==> src/rtl/mem_arbiter_if.sv <==
// Core-side fetch/data ports and mem_control ports of the memory arbiter.
// slave = arbiter side, master = core/memory side driving the requests.
interface mem_arbiter_if;
    logic        if_req_i;
    logic [31:0] if_addr_i;
    logic        if_gnt_o;
    logic        if_rvalid_o;
    logic [31:0] if_rdata_o;
    logic        if_err_o;

    logic        d_req_i;
    logic        d_we_i;
    logic [1:0]  d_acc_i;
    logic        d_sext_i;
    logic [31:0] d_addr_i;
    logic [31:0] d_wdata_i;
    logic        d_gnt_o;
    logic        d_rvalid_o;
    logic [31:0] d_rdata_o;
    logic        d_err_o;

    logic        mem_sext_o;
    logic [1:0]  mem_acc_r_o;
    logic [31:0] mem_addr_r_o;
    logic [31:0] mem_data_r_i;
    logic        mem_wr_en_o;
    logic [1:0]  mem_acc_w_o;
    logic [31:0] mem_addr_w_o;
    logic [31:0] mem_data_w_o;
    logic        mem_wr_ready_i;

    modport slave (
        input  if_req_i, if_addr_i,
        output if_gnt_o, if_rvalid_o, if_rdata_o, if_err_o,
        input  d_req_i, d_we_i, d_acc_i, d_sext_i, d_addr_i, d_wdata_i,
        output d_gnt_o, d_rvalid_o, d_rdata_o, d_err_o,
        output mem_sext_o, mem_acc_r_o, mem_addr_r_o,
        input  mem_data_r_i,
        output mem_wr_en_o, mem_acc_w_o, mem_addr_w_o, mem_data_w_o,
        input  mem_wr_ready_i
    );

    modport master (
        output if_req_i, if_addr_i,
        input  if_gnt_o, if_rvalid_o, if_rdata_o, if_err_o,
        output d_req_i, d_we_i, d_acc_i, d_sext_i, d_addr_i, d_wdata_i,
        input  d_gnt_o, d_rvalid_o, d_rdata_o, d_err_o,
        input  mem_sext_o, mem_acc_r_o, mem_addr_r_o,
        output mem_data_r_i,
        input  mem_wr_en_o, mem_acc_w_o, mem_addr_w_o, mem_data_w_o,
        output mem_wr_ready_i
    );
endinterface

==> src/rtl/mem_arbiter.sv <==
// Shares one mem_control between fetch and load/store ports; checks
// alignment, sequences the two-cycle store and registers responses.
module mem_arbiter #(
    parameter bit DATA_PRIO = 1'b0
) (
    input logic       clk_i,
    input logic       rstn_i,
    mem_arbiter_if.slave bus
);
    localparam logic [1:0] MEM_ACCESS_BYTE     = 2'b00;
    localparam logic [1:0] MEM_ACCESS_HALFWORD = 2'b01;
    localparam logic [1:0] MEM_ACCESS_WORD     = 2'b10;

    typedef enum logic [1:0] {
        ST_IDLE  = 2'd0,
        ST_WRITE = 2'd1
    } state_t;

    state_t      state, state_nxt;
    logic        last_d;
    logic [31:0] w_addr, w_data;
    logic [1:0]  w_acc;

    logic        can_gnt, pick_d;
    logic        if_gnt, d_gnt;
    logic        if_mis, d_mis;
    logic        if_rd, d_rd, d_wr;

    logic        if_rvalid, if_err, d_rvalid, d_err;
    logic [31:0] if_rdata, d_rdata;

    // last_d set means the data port won last, so fetch wins the next tie
    always_comb begin
        can_gnt = (state == ST_IDLE) && bus.mem_wr_ready_i;
        pick_d  = DATA_PRIO ? 1'b1 : !last_d;
        if_gnt  = can_gnt && bus.if_req_i && !(bus.d_req_i && pick_d);
        d_gnt   = can_gnt && bus.d_req_i && (!bus.if_req_i || pick_d);
    end

    always_comb begin
        if_mis = |bus.if_addr_i[1:0];
        unique case (bus.d_acc_i)
            MEM_ACCESS_BYTE:     d_mis = 1'b0;
            MEM_ACCESS_HALFWORD: d_mis = bus.d_addr_i[0];
            default:             d_mis = |bus.d_addr_i[1:0];
        endcase
        if_rd = if_gnt && !if_mis;
        d_rd  = d_gnt && !d_mis && !bus.d_we_i;
        d_wr  = d_gnt && !d_mis && bus.d_we_i;
    end

    always_ff @(posedge clk_i or negedge rstn_i) begin
        if (!rstn_i) begin
            state <= ST_IDLE;
        end else begin
            state <= state_nxt;
        end
    end

    always_comb begin
        state_nxt        = state;
        bus.mem_sext_o   = 1'b0;
        bus.mem_acc_r_o  = 2'b00;
        bus.mem_addr_r_o = 32'h0;
        bus.mem_wr_en_o  = 1'b0;
        bus.mem_acc_w_o  = 2'b00;
        bus.mem_addr_w_o = 32'h0;
        bus.mem_data_w_o = 32'h0;
        unique case (state)
            ST_IDLE: begin
                if (if_rd) begin
                    bus.mem_addr_r_o = bus.if_addr_i;
                    bus.mem_acc_r_o  = MEM_ACCESS_WORD;
                end
                if (d_rd) begin
                    bus.mem_addr_r_o = bus.d_addr_i;
                    bus.mem_acc_r_o  = bus.d_acc_i;
                    bus.mem_sext_o   = bus.d_sext_i;
                end
                if (d_wr) begin
                    bus.mem_wr_en_o  = 1'b1;
                    bus.mem_addr_w_o = bus.d_addr_i;
                    bus.mem_acc_w_o  = bus.d_acc_i;
                    bus.mem_data_w_o = bus.d_wdata_i;
                    state_nxt        = ST_WRITE;
                end
            end
            ST_WRITE: begin
                // mem_control commits this cycle from the held operands
                bus.mem_addr_w_o = w_addr;
                bus.mem_acc_w_o  = w_acc;
                bus.mem_data_w_o = w_data;
                state_nxt        = ST_IDLE;
            end
            default: state_nxt = ST_IDLE;
        endcase
    end

    always_ff @(posedge clk_i or negedge rstn_i) begin
        if (!rstn_i) begin
            w_addr <= 32'h0;
            w_acc  <= 2'b00;
            w_data <= 32'h0;
        end else if (d_wr) begin
            w_addr <= bus.d_addr_i;
            w_acc  <= bus.d_acc_i;
            w_data <= bus.d_wdata_i;
        end
    end

    always_ff @(posedge clk_i or negedge rstn_i) begin
        if (!rstn_i) begin
            last_d <= 1'b1;
        end else if (if_gnt) begin
            last_d <= 1'b0;
        end else if (d_gnt) begin
            last_d <= 1'b1;
        end
    end

    always_ff @(posedge clk_i or negedge rstn_i) begin
        if (!rstn_i) begin
            if_rvalid <= 1'b0;
            if_err    <= 1'b0;
            if_rdata  <= 32'h0;
            d_rvalid  <= 1'b0;
            d_err     <= 1'b0;
            d_rdata   <= 32'h0;
        end else begin
            if_rvalid <= if_gnt;
            if_err    <= if_gnt && if_mis;
            if_rdata  <= if_rd ? bus.mem_data_r_i : 32'h0;
            d_rvalid  <= d_gnt;
            d_err     <= d_gnt && d_mis;
            d_rdata   <= d_rd ? bus.mem_data_r_i : 32'h0;
        end
    end

    assign bus.if_gnt_o    = if_gnt;
    assign bus.if_rvalid_o = if_rvalid;
    assign bus.if_err_o    = if_err;
    assign bus.if_rdata_o  = if_rdata;
    assign bus.d_gnt_o     = d_gnt;
    assign bus.d_rvalid_o  = d_rvalid;
    assign bus.d_err_o     = d_err;
    assign bus.d_rdata_o   = d_rdata;
endmodule

==> src/flat_wrapper.sv <==
// flat-port wrapper written by rule: the top's interface ports become plain ports
module mem_arbiter_flat 
#(
    parameter bit DATA_PRIO = 1'b0
)
  (clk_i, rstn_i, bus_if_req_i, bus_if_addr_i, bus_if_gnt_o, bus_if_rvalid_o, bus_if_rdata_o, bus_if_err_o, bus_d_req_i, bus_d_we_i, bus_d_acc_i, bus_d_sext_i, bus_d_addr_i, bus_d_wdata_i, bus_d_gnt_o, bus_d_rvalid_o, bus_d_rdata_o, bus_d_err_o, bus_mem_sext_o, bus_mem_acc_r_o, bus_mem_addr_r_o, bus_mem_data_r_i, bus_mem_wr_en_o, bus_mem_acc_w_o, bus_mem_addr_w_o, bus_mem_data_w_o, bus_mem_wr_ready_i);
  mem_arbiter_if bus_i ();
  input logic clk_i;
  input logic rstn_i;
  input wire logic [$bits(bus_i.if_req_i)-1:0] bus_if_req_i;
  input wire logic [$bits(bus_i.if_addr_i)-1:0] bus_if_addr_i;
  output wire logic [$bits(bus_i.if_gnt_o)-1:0] bus_if_gnt_o;
  output wire logic [$bits(bus_i.if_rvalid_o)-1:0] bus_if_rvalid_o;
  output wire logic [$bits(bus_i.if_rdata_o)-1:0] bus_if_rdata_o;
  output wire logic [$bits(bus_i.if_err_o)-1:0] bus_if_err_o;
  input wire logic [$bits(bus_i.d_req_i)-1:0] bus_d_req_i;
  input wire logic [$bits(bus_i.d_we_i)-1:0] bus_d_we_i;
  input wire logic [$bits(bus_i.d_acc_i)-1:0] bus_d_acc_i;
  input wire logic [$bits(bus_i.d_sext_i)-1:0] bus_d_sext_i;
  input wire logic [$bits(bus_i.d_addr_i)-1:0] bus_d_addr_i;
  input wire logic [$bits(bus_i.d_wdata_i)-1:0] bus_d_wdata_i;
  output wire logic [$bits(bus_i.d_gnt_o)-1:0] bus_d_gnt_o;
  output wire logic [$bits(bus_i.d_rvalid_o)-1:0] bus_d_rvalid_o;
  output wire logic [$bits(bus_i.d_rdata_o)-1:0] bus_d_rdata_o;
  output wire logic [$bits(bus_i.d_err_o)-1:0] bus_d_err_o;
  output wire logic [$bits(bus_i.mem_sext_o)-1:0] bus_mem_sext_o;
  output wire logic [$bits(bus_i.mem_acc_r_o)-1:0] bus_mem_acc_r_o;
  output wire logic [$bits(bus_i.mem_addr_r_o)-1:0] bus_mem_addr_r_o;
  input wire logic [$bits(bus_i.mem_data_r_i)-1:0] bus_mem_data_r_i;
  output wire logic [$bits(bus_i.mem_wr_en_o)-1:0] bus_mem_wr_en_o;
  output wire logic [$bits(bus_i.mem_acc_w_o)-1:0] bus_mem_acc_w_o;
  output wire logic [$bits(bus_i.mem_addr_w_o)-1:0] bus_mem_addr_w_o;
  output wire logic [$bits(bus_i.mem_data_w_o)-1:0] bus_mem_data_w_o;
  input wire logic [$bits(bus_i.mem_wr_ready_i)-1:0] bus_mem_wr_ready_i;
  assign bus_i.if_req_i = bus_if_req_i;
  assign bus_i.if_addr_i = bus_if_addr_i;
  assign bus_if_gnt_o = bus_i.if_gnt_o;
  assign bus_if_rvalid_o = bus_i.if_rvalid_o;
  assign bus_if_rdata_o = bus_i.if_rdata_o;
  assign bus_if_err_o = bus_i.if_err_o;
  assign bus_i.d_req_i = bus_d_req_i;
  assign bus_i.d_we_i = bus_d_we_i;
  assign bus_i.d_acc_i = bus_d_acc_i;
  assign bus_i.d_sext_i = bus_d_sext_i;
  assign bus_i.d_addr_i = bus_d_addr_i;
  assign bus_i.d_wdata_i = bus_d_wdata_i;
  assign bus_d_gnt_o = bus_i.d_gnt_o;
  assign bus_d_rvalid_o = bus_i.d_rvalid_o;
  assign bus_d_rdata_o = bus_i.d_rdata_o;
  assign bus_d_err_o = bus_i.d_err_o;
  assign bus_mem_sext_o = bus_i.mem_sext_o;
  assign bus_mem_acc_r_o = bus_i.mem_acc_r_o;
  assign bus_mem_addr_r_o = bus_i.mem_addr_r_o;
  assign bus_i.mem_data_r_i = bus_mem_data_r_i;
  assign bus_mem_wr_en_o = bus_i.mem_wr_en_o;
  assign bus_mem_acc_w_o = bus_i.mem_acc_w_o;
  assign bus_mem_addr_w_o = bus_i.mem_addr_w_o;
  assign bus_mem_data_w_o = bus_i.mem_data_w_o;
  assign bus_i.mem_wr_ready_i = bus_mem_wr_ready_i;
  mem_arbiter #(.DATA_PRIO(DATA_PRIO)) u_core (.clk_i(clk_i), .rstn_i(rstn_i), .bus(bus_i));
endmodule
==> config.mk <==
export PLATFORM = sky130hd
export DESIGN_NAME = mem_arbiter_flat
export DESIGN_NICKNAME = d
export VERILOG_FILES = /design/src/rtl/mem_arbiter_if.sv /design/src/rtl/mem_arbiter.sv /design/src/flat_wrapper.sv
export SDC_FILE = /design/constraint.sdc
export NUM_CORES = 1
export LEC_CHECK = 0
export BUFFER_PORTS_ARGS = -buffer_cell sky130_fd_sc_hd__buf_2
export CORE_ASPECT_RATIO = 1.2
export CORE_MARGIN = 2
export CORE_UTILIZATION = 39
export CTS_BUF_LIST = sky130_fd_sc_hd__clkbuf_8
export DETAILED_ROUTE_END_ITERATION = 12
export GPL_TIMING_DRIVEN = 0
export PLACE_DENSITY_LB_ADDON = 0.1
export SYNTH_ARGS = -nofsm -noshare
export SYNTH_HDL_FRONTEND = slang
export SYNTH_SLANG_ARGS = --single-unit
==> constraint.sdc <==
create_clock -name clk_i -period 2.6 [get_ports clk_i]
set_input_delay 0.52 -clock clk_i [delete_from_list [all_inputs] [get_ports clk_i]]
set_output_delay 0.52 -clock clk_i [all_outputs]
set_load 0.05 [all_outputs]
# Word-level counts from Yosys, hierarchy flattened
# Index checks and enable logic that the tools add are counted.
# classes
eq_ne	3
muxes	23
reduce_logical	24
# ops
operator	count
32-bit two-way mux	7
32-bit one-hot mux with 2 select lines	2
1-bit logical AND	12
2-bit two-way mux	6
1-bit logical NOT	6
1-bit two-way mux	6
2-bit by 1-bit equality test with 1-bit output (second input constant)	2
2-bit logical NOT	2
2-bit one-hot mux with 2 select lines	1
2-bit OR reduction	2
2-bit by 1-bit inequality test with 1-bit output (second input constant)	1
1-bit one-hot mux with 2 select lines	1
2-bit nonzero test	1
1-bit logical OR	1
# totals
regBits	137
in_bits	137
output_inout_bits	172
elab_cells	61

# Depth between registers and ports, before layout
# Gate-level depths: netlist of the first run.
# depth
depth_word	8
ltp_mapped	7
ltp_nobuf	5

# Worst setup path after synthesis of the first run
# OpenSTA, ideal clock, no wires.
# synth_timing
path_type	input-to-output
start	input bus_d_acc_i[1]
end	output bus_mem_addr_r_o[10]
t_arrival_ns	2.006
required_time_ns	2.080
slack_ns	0.074
path_stages	6
path_buffers	2
cell_sequence	and2_1 > a2111oi_4 > and2b_1 > buf_2 > buf_2 > a22o_1
# synth_via
elab_chain_len	7
elab_cells_between_ends	8
cone_classes	eq/ne: 1; mux: 3; reduce/logical: 4
# synth_lines
item	line_no	source
from (decl)	flat_wrapper.sv:18	input wire logic [$bits(bus_i.d_acc_i)-1:0] bus_d_acc_i;
2-bit by 1-bit equality test with 1-bit output or 2-bit logical NOT (tied branches)	mem_arbiter.sv:42	unique case (bus.d_acc_i)
1-bit one-hot mux with 2 select lines (*)	mem_arbiter.sv:42	
1-bit logical NOT (*)	mem_arbiter.sv:48	d_rd = d_gnt && !d_mis && !bus.d_we_i;
1-bit logical AND (*) (2 in series)	mem_arbiter.sv:48	
32-bit two-way mux (*)	mem_arbiter.sv:75	if (d_rd) begin
32-bit two-way mux (*)	mem_arbiter.sv:69	unique case (state)
to (decl)	flat_wrapper.sv:28	output wire logic [$bits(bus_i.mem_addr_r_o)-1:0] bus_mem_addr_r_o;
# Mark *: on every way between the ends. The rest lies on a longest branch, timed or not.

# Final worst setup path of the first run
# layout_timing
start	input bus_d_acc_i[1]
end	output bus_mem_addr_r_o[24]
# Same word-level chain as after synthesis.

==> results by group, run 1 <==
Setup path
  – R2R Path Start: u_core.state[0]$_DFFE_PN0P_
  – Crit-path slowest cell: a2111oi_4
  – CP Cell Sequence: buf_2, o21a_1, a2111oi_4, and2b_2, buf_8, buf_8, a22o_1, buf_6
  – Worst Path Buf+Inv: 4
  – Worst Path Max Fanout: 10
  – Worst r2r dst: u_core.w_data[25]$_DFFE_PN0N_
  – Max stage delay on crit path: 390 ps
  – R2r setup slk: around 550 ps
  – Critical Path RT: between 2000 and 2500 ps
  – Arrival @ worst endpoint: 2180 ps
  – CP dominant cell by count: buf_8
  – Worst Setup End Kind: output port
  – CP Class: input pin to output port
  – Crit path launch type: input pin
  – Crit-path leading delay family: compound AO/OA/AOI/OAI gates
  – Reg2Reg Depth: 8

Yosys
  – Cell area after synthesis: approximately 5700 sq um
  – Synth async-reset ratio: between 90% and 100%
  – Mapped Avg Cell Area: roughly 14 sq um
  – Ys Warns: 0
  – Yosys top cell by area: dfrtp_1
  – Synth top area share: between 50% and 60%
  – Yosys cell types: 25
  – Number of synthesized flops with an enable pin: 0
  – Ys flop type: dfrtp_1
  – Synthesized Nets: approximately 560
  – Cells after synthesis: 420
  – Synth top area cells: dfrtp_1 (59%), a22o_1 (15%), and2_1 (7.5%)
  – Seq/Total Area, Yosys: about three fifths
  – Synthesized flop and latch total: roughly 140

CTS
  – Max Buffers Root-to-Sink: 2
  – Hold buffers post-CTS: 0
  – Worst-skew pair later-pin latency: around 450 ps
  – CTS tree: done
  – Clock transition at path regs: around 90 ps
  – Root buf cell: clkbuf_8
  – Clock Sinks: 136
  – Total CTS buffers: 17
  – H-tree depth: 4

STA
  – Post-layout min period: between 2000 and 3000 ps
  – Final hold vios: 0
  – Slew Viols, Final: 0
  – Fin crit share: 104%
  – Final setup margin: -98.5 ps
  – Slew Limit Headroom: between 40% and 50%
  – Worst Skew: between 10 and 15 ps
  – RSZ-0062 raised after global routing: yes
  – Final setup fails: between 60 and 70
  – Fmax: around 0.37 GHz
  – Slew @ Worst Pin: 802 ps
  – Final Hold Slack: between 100 and 150 ps

Detailed routing
  – DRT antenna net count: 0
  – DR vias: between 4000 and 5000
  – DR DRC count: 0
  – WL/cell: approximately 18 um
  – Initial DRC Count: between 150 and 200
  – TritonRoute pass-1 iters: 4
  – Post-Route WL: about 18000 um
  – Number of vias per cell: roughly 5.1

Status
  – Outcome: finished with violations
  – Failing checks: setup timing

Power and ir drop
  – Power Density: around 610 nW/um^2
  – Sequential power share: 46.9%
  – Int Pwr: 3.90 mW
  – Sw Ratio: between 20% and 30%
  – Comb power frac: roughly a fifth
  – VDD IR max: around 0.00029 V
  – Pleak: ~4.8 nW
  – P_sw: 1.65 mW
  – Power share of the clock group: 33.8%

Layout
  – Core Util, Final: 63.2%
  – Layout cells sized above 1: between 50% and 60%
  – Area grow syn2layout: 58.5%
  – Layout net count: roughly 910
  – # fillers: roughly 1200

Place
  – Post-Place Worst Slack: -467 ps
  – GPL Wtd Cong: between 0.7 and 0.8
  – Dpl hpwl: between 10000 and 15000 um
  – Port Buffers: 308

Floorplanning
  – FP Rows: 48
  – Core ar.: about 14000 sq um
  – Die area: ~16000 sq um
  – Width of the die: approximately 110 um
  – Die Span Y: between 100 and 150 um
  – I/O pin count: slightly above 300
  – Starting Density: between 30% and 40%

Global route
  – Largest net degree at the start of global routing: 86
  – Grt total ovfl: 0
  – Gr usage total: between 20% and 30%
  – Initial antenna violation count: 3
  – First-pass GRT wire length: roughly 26000 um
  – Vias in the first global route: ~5000

Flow run
  – Max-cap violations: 0

Worst hold path
  – Worst Hold Class: input pin to asynchronous set/reset pin
cells in the mapped netlist, types with 2 or more instances:
cell and instances:
and2_1 69, a22o_1 96, buf_2 15, mux2_2 37, dfrtp_1 135, clkbuf_1 14
nor2_1 2, a21oi_1 2, mux2_1 29, buf_6 4, inv_1 2, o21a_1 2
placed cells by master (no fill, tap or decap), types with 2 or more instances in the layout:
master,count
buf_2,209
dfrtp_1,134
and2_1,69
a22o_1,92
inv_6,4
inv_1,2
a21oi_1,2
clkinvlp_4,2
clkinv_4,2
a22o_4,4
clkbuf_8,19
mux2_1,29
buf_12,3
clkbuf_1,7
o21a_1,2
bufinv_16,3
clkbuf_2,4
inv_8,3
buf_4,17
diode_2,3
buf_6,107
buf_8,11
clkbuf_16,3
nor2_1,2
mux2_2,37
what timing repair did:
action | in CTS | in global routing
endpoints found under the setup margin | 102 | 102
pin swaps | 5 | 7
setup buffers | 11 | 8
resized for setup | 227 | 44
gates cloned | 1 | 3
power by group through the flow:
stage | logic [mW] | registers, mW | clock network [mW]
after detailed placement | 0.937 | 2.64 | 0
after CTS | 1.04 | 2.60 | 1.92
after global placement | 0.902 | 2.62 | 0
after global routing | 1.15 | 2.64 | 2.01
final | 1.07 | 2.60 | 1.88
after floorplan | 0.562 | 2.66 | 0
how the worst max path moves through the flow:
stage,startpoint,endpoint,cells past startpoint
global placement,rstn_i,u_core.w_addr[20]$_DFFE_PN0N_,1
global route,u_core.state[0]$_DFFE_PN0P_,bus_mem_data_w_o[31],8
finish,bus_d_acc_i[1],bus_mem_addr_r_o[24],8
detailed placement,bus_mem_wr_ready_i,bus_mem_addr_r_o[23],7
floorplan,bus_d_acc_i[1],bus_mem_addr_r_o[10],6
CTS,u_core.state[0]$_DFFE_PN0P_,bus_mem_data_w_o[29],8
metal layers:
| layer | track usage [%] | routed length, um | vias to the layer above |
|---|---|---|---|
| li1 | - | - | 2228 |
| met1 | 24.3 | 6600 | 2387 |
| met2 | 38.8 | 9550 | 210 |
| met3 | 6.47 | 1190 | 24 |
| met4 | 8.90 | 353 | 0 |
| met5 | 0 | 0 | - |
metrics by stage:
step                setup TNS (ps)  area, sq um  power [mW]  instances
finish                       -4210         9100        5.55        960
global placement           -129320         7500        3.52        903
CTS                          -8230         8800        5.55        946
global route                -15910         9100        5.79        960
floorplan                        0         5740        3.22        420
detailed placement          -26670         7540        3.57        904
sequential cells by signal, summed over array words and instances, names as in the netlist:
signal,cells
u_core.bus.if_rvalid_o,1
u_core.bus.d_rdata_o,32
u_core.bus.if_err_o,1
u_core.state,1
u_core.bus.d_err_o,1
u_core.bus.if_rdata_o,32
u_core.w_acc,2
u_core.w_data,32
u_core.last_d,1
u_core.bus.d_rvalid_o,1
u_core.w_addr,32
layout make-up:
| cell class | count | area, sq um | area share [%] |
|---|---|---|---|
| sequential | 136 | 3410 | 37.4 |
| multi-input combinational | 247 | 2220 | 24.4 |
| tap | 175 | 219 | 2.41 |
| inverter | 3 | 16.3 | 0.179 |
| timing repair buffer | 332 | 2490 | 27.3 |
| clock buffer | 17 | 234 | 2.57 |
| clock inverter | 14 | 188 | 2.06 |
| antenna | 3 | 7.51 | 0.0825 |
| buffer | 33 | 325 | 3.57 |
cell families after synthesis:
family	after synthesis	synth area share (%)
flops	136	59.3
simple gates	78	8.71
mux	66	12.9
buf+inv	37	3.29
compound gates	103	15.8
worst reg2reg max path, delay by kind of cell (launching register included):
kind / cells / cell delay, ps
buf+inv: 4 / 600
simple gates: 2 / 320
flops: 1 / 430
mux: 1 / 320
compound gates: 1 / 260
Power figures use the tool's default switching activity.
==> run 2: changes to the inputs <==
--- a/config.mk
+++ b/config.mk
@@ -13,6 +13,7 @@
 export DETAILED_ROUTE_END_ITERATION = 12
 export GPL_TIMING_DRIVEN = 0
 export PLACE_DENSITY_LB_ADDON = 0.1
+export SKIP_CTS_REPAIR_TIMING = 1
 export SYNTH_ARGS = -nofsm -noshare
 export SYNTH_HDL_FRONTEND = slang
 export SYNTH_SLANG_ARGS = --single-unit
==> run 2 against run 1 <==
- maximum frequency down 2.2%
- die area unchanged
- combinational power about the same
- largest power group unchanged
- the run still ends with setup timing left
- hold slack worse by 4.8 ps
- critical path type is now flop to output port
- largest cell class unchanged
==> results by group, run 2 (same netlist as run 1, synthesis figures left out) <==
Floorplanning
  – Die area: about 16000 sq um
  – FP Rows: between 40 and 50
  – Starting Density: 39.9%
  – Die Span Y: between 100 and 150 um
  – Core ar.: 14400 sq um
  – Width of the die: approximately 110 um
  – I/O pin count: ~310

Layout
  – Layout cells sized above 1: 56.0%
  – # fillers: around 1200
  – Most frequent cells in the layout: buf_2 (208), dfrtp_1 (134), buf_6 (107), a22o_1 (93), and2_1 (67)
  – Multi-input gate area: around 2200 sq um
  – Layout net count: roughly 900
  – Sequential Area: between 3000 and 4000 sq um
  – Core Util, Final: a little over three fifths
  – Area grow syn2layout: 58.0%
  – Fin cells: approximately 960
  – Most common cell after layout, fill and taps aside: buf_2

STA
  – RSZ-0062 raised after global routing: yes
  – Slew Viols, Final: 0
  – Slew @ Worst Pin: about 810 ps
  – Final setup fails: 91
  – Final setup margin: -159 ps
  – Slew Limit Headroom: between 40% and 50%
  – Post-layout min period: 2760 ps
  – Fin crit share: 106%
  – Fmax: around 0.36 GHz
  – Final hold vios: 0
  – Worst Skew: between 10 and 15 ps

Place
  – Dpl hpwl: 12300 um
  – Port Buffers: between 300 and 400
  – Cell total after placement: ~900
  – GPL Wtd Cong: 0.776

Setup path
  – Crit path to: bus_mem_data_w_o[29]
  – Crit path depth: 8
  – Worst Path Max Fanout: 10
  – Worst Setup End Kind: output port
  – CP Class: flop to output port
  – Worst Path Buf+Inv: 4
  – CP dominant cell by count: buf_8
  – R2r setup slk: approximately 620 ps
  – Max stage delay on crit path: about 450 ps
  – Worst r2r dst: u_core.w_data[25]$_DFFE_PN0N_
  – Arrival @ worst endpoint: 2240 ps
  – CP Cell Sequence: nand3b_4, a2111oi_4, nand2_2, clkinv_4, buf_8, buf_8, a22o_1, buf_6
  – Crit path launch type: flop
  – Reg2Reg Depth: 7
  – CP Launch Point: u_core.state[0]$_DFFE_PN0P_
  – Critical Path RT: between 2000 and 2500 ps
  – R2R Path Start: u_core.state[0]$_DFFE_PN0P_
  – Crit-path slowest cell: dfrtp_2
  – Crit-path leading delay family: buffers and inverters

Detailed routing
  – Initial DRC Count: 190
  – WL/cell: between 15 and 20 um
  – Post-Route WL: 17700 um
  – DR DRC count: 0
  – DR vias: around 4800
  – TritonRoute pass-1 iters: 5
  – DRT antenna net count: 0
  – Number of vias per cell: slightly above 5

Power and ir drop
  – Power Density: around 610 nW/um^2
  – Sw Ratio: ~30%
  – Pleak: roughly 4.8 nW
  – Power share of the clock group: approximately 34%
  – Int Pwr: 3.89 mW
  – P_sw: 1.64 mW
  – VDD IR max: roughly 0.00029 V
  – Comb power frac: a little under a fifth
  – Sequential power share: 47.0%

CTS
  – Root buf cell: clkbuf_8
  – Clock transition at path regs: around 90 ps
  – Worst-skew pair later-pin latency: 440 ps
  – Total CTS buffers: 17
  – CTS tree: done
  – Max Buffers Root-to-Sink: 2
  – Clock Sinks: about 140
  – H-tree depth: 4

Global route
  – Largest net degree at the start of global routing: 86
  – Gr usage total: about 21%
  – Vias in the first global route: around 4700
  – Initial antenna violation count: 3
  – First-pass GRT wire length: 24700 um
  – Grt total ovfl: 0

Status
  – Outcome: finished with violations
  – Failing checks: setup timing

Worst hold path
  – Worst Hold Class: input pin to asynchronous set/reset pin

Flow run
  – Max-cap violations: 0
run 2: changes by cell type in the layout (fill, tap and decap cells not counted), moves of 2 or more:
cell       before  now
clkbuf_8       19   17
and2_4          0    2
and2_1         69   67
clkbuf_16       3    6
buf_4          17   14
clkbuf_1        7    9
run 2: cell type report:
type / instances / area share [%]
multi-input combinational: 247 / 24.4
tap: 175 / 2.41
timing repair buffer: 327 / 27.4
clock buffer: 17 / 2.58
clock inverter: 14 / 2.07
antenna: 3 / 0.0827
inverter: 3 / 0.179
buffer: 34 / 3.36
sequential: 136 / 37.5
run 2: power by group through the flow:
stage                     registers, mW  clock network [mW]  logic, mW
after floorplan                    2.66                   0      0.562
after global placement             2.62                   0      0.902
after detailed placement           2.64                   0      0.937
after CTS                          2.60                1.92      0.937
after global routing               2.64                2.02       1.14
final                              2.60                1.87       1.06
run 2: per-layer routing:
layer  part of all wire (%)  vias to the layer above  GRT usage, %
met5                      0                        -             0
met4                    1.6                        0          7.56
met3                    6.1                       21          6.02
met2                     54                      199          36.5
met1                     39                     2401          23.6
li1                       -                     2217             -
run 2: worst min path at each step:
stage / to / depth (start not counted)
2_1_floorplan: u_core.bus.d_err_o$_DFF_PN0_ / 0
3_3_place_gp: u_core.w_data[20]$_DFFE_PN0N_ / 1
3_5_place_dp: u_core.w_data[28]$_DFFE_PN0N_ / 1
4_1_cts: u_core.bus.d_rdata_o[22]$_DFF_PN0_ / 1
5_1_grt: u_core.bus.if_rdata_o[25]$_DFF_PN0_ / 1
6_report: u_core.bus.d_rdata_o[25]$_DFF_PN0_ / 1
run 2: stage by stage:
step	setup WS [ps]	cell area, sq um	total power [mW]	hold WS (ps)	setup TNS [ps]
after floorplan	73.6	5740	3.22	224	0
after global placement	-780	7500	3.52	475	-129320
after detailed placement	-467	7540	3.57	483	-26670
after CTS	-836	7960	5.45	145	-63320
after global routing	-291	9070	5.79	165	-21750
final	-159	9070	5.54	114	-9010
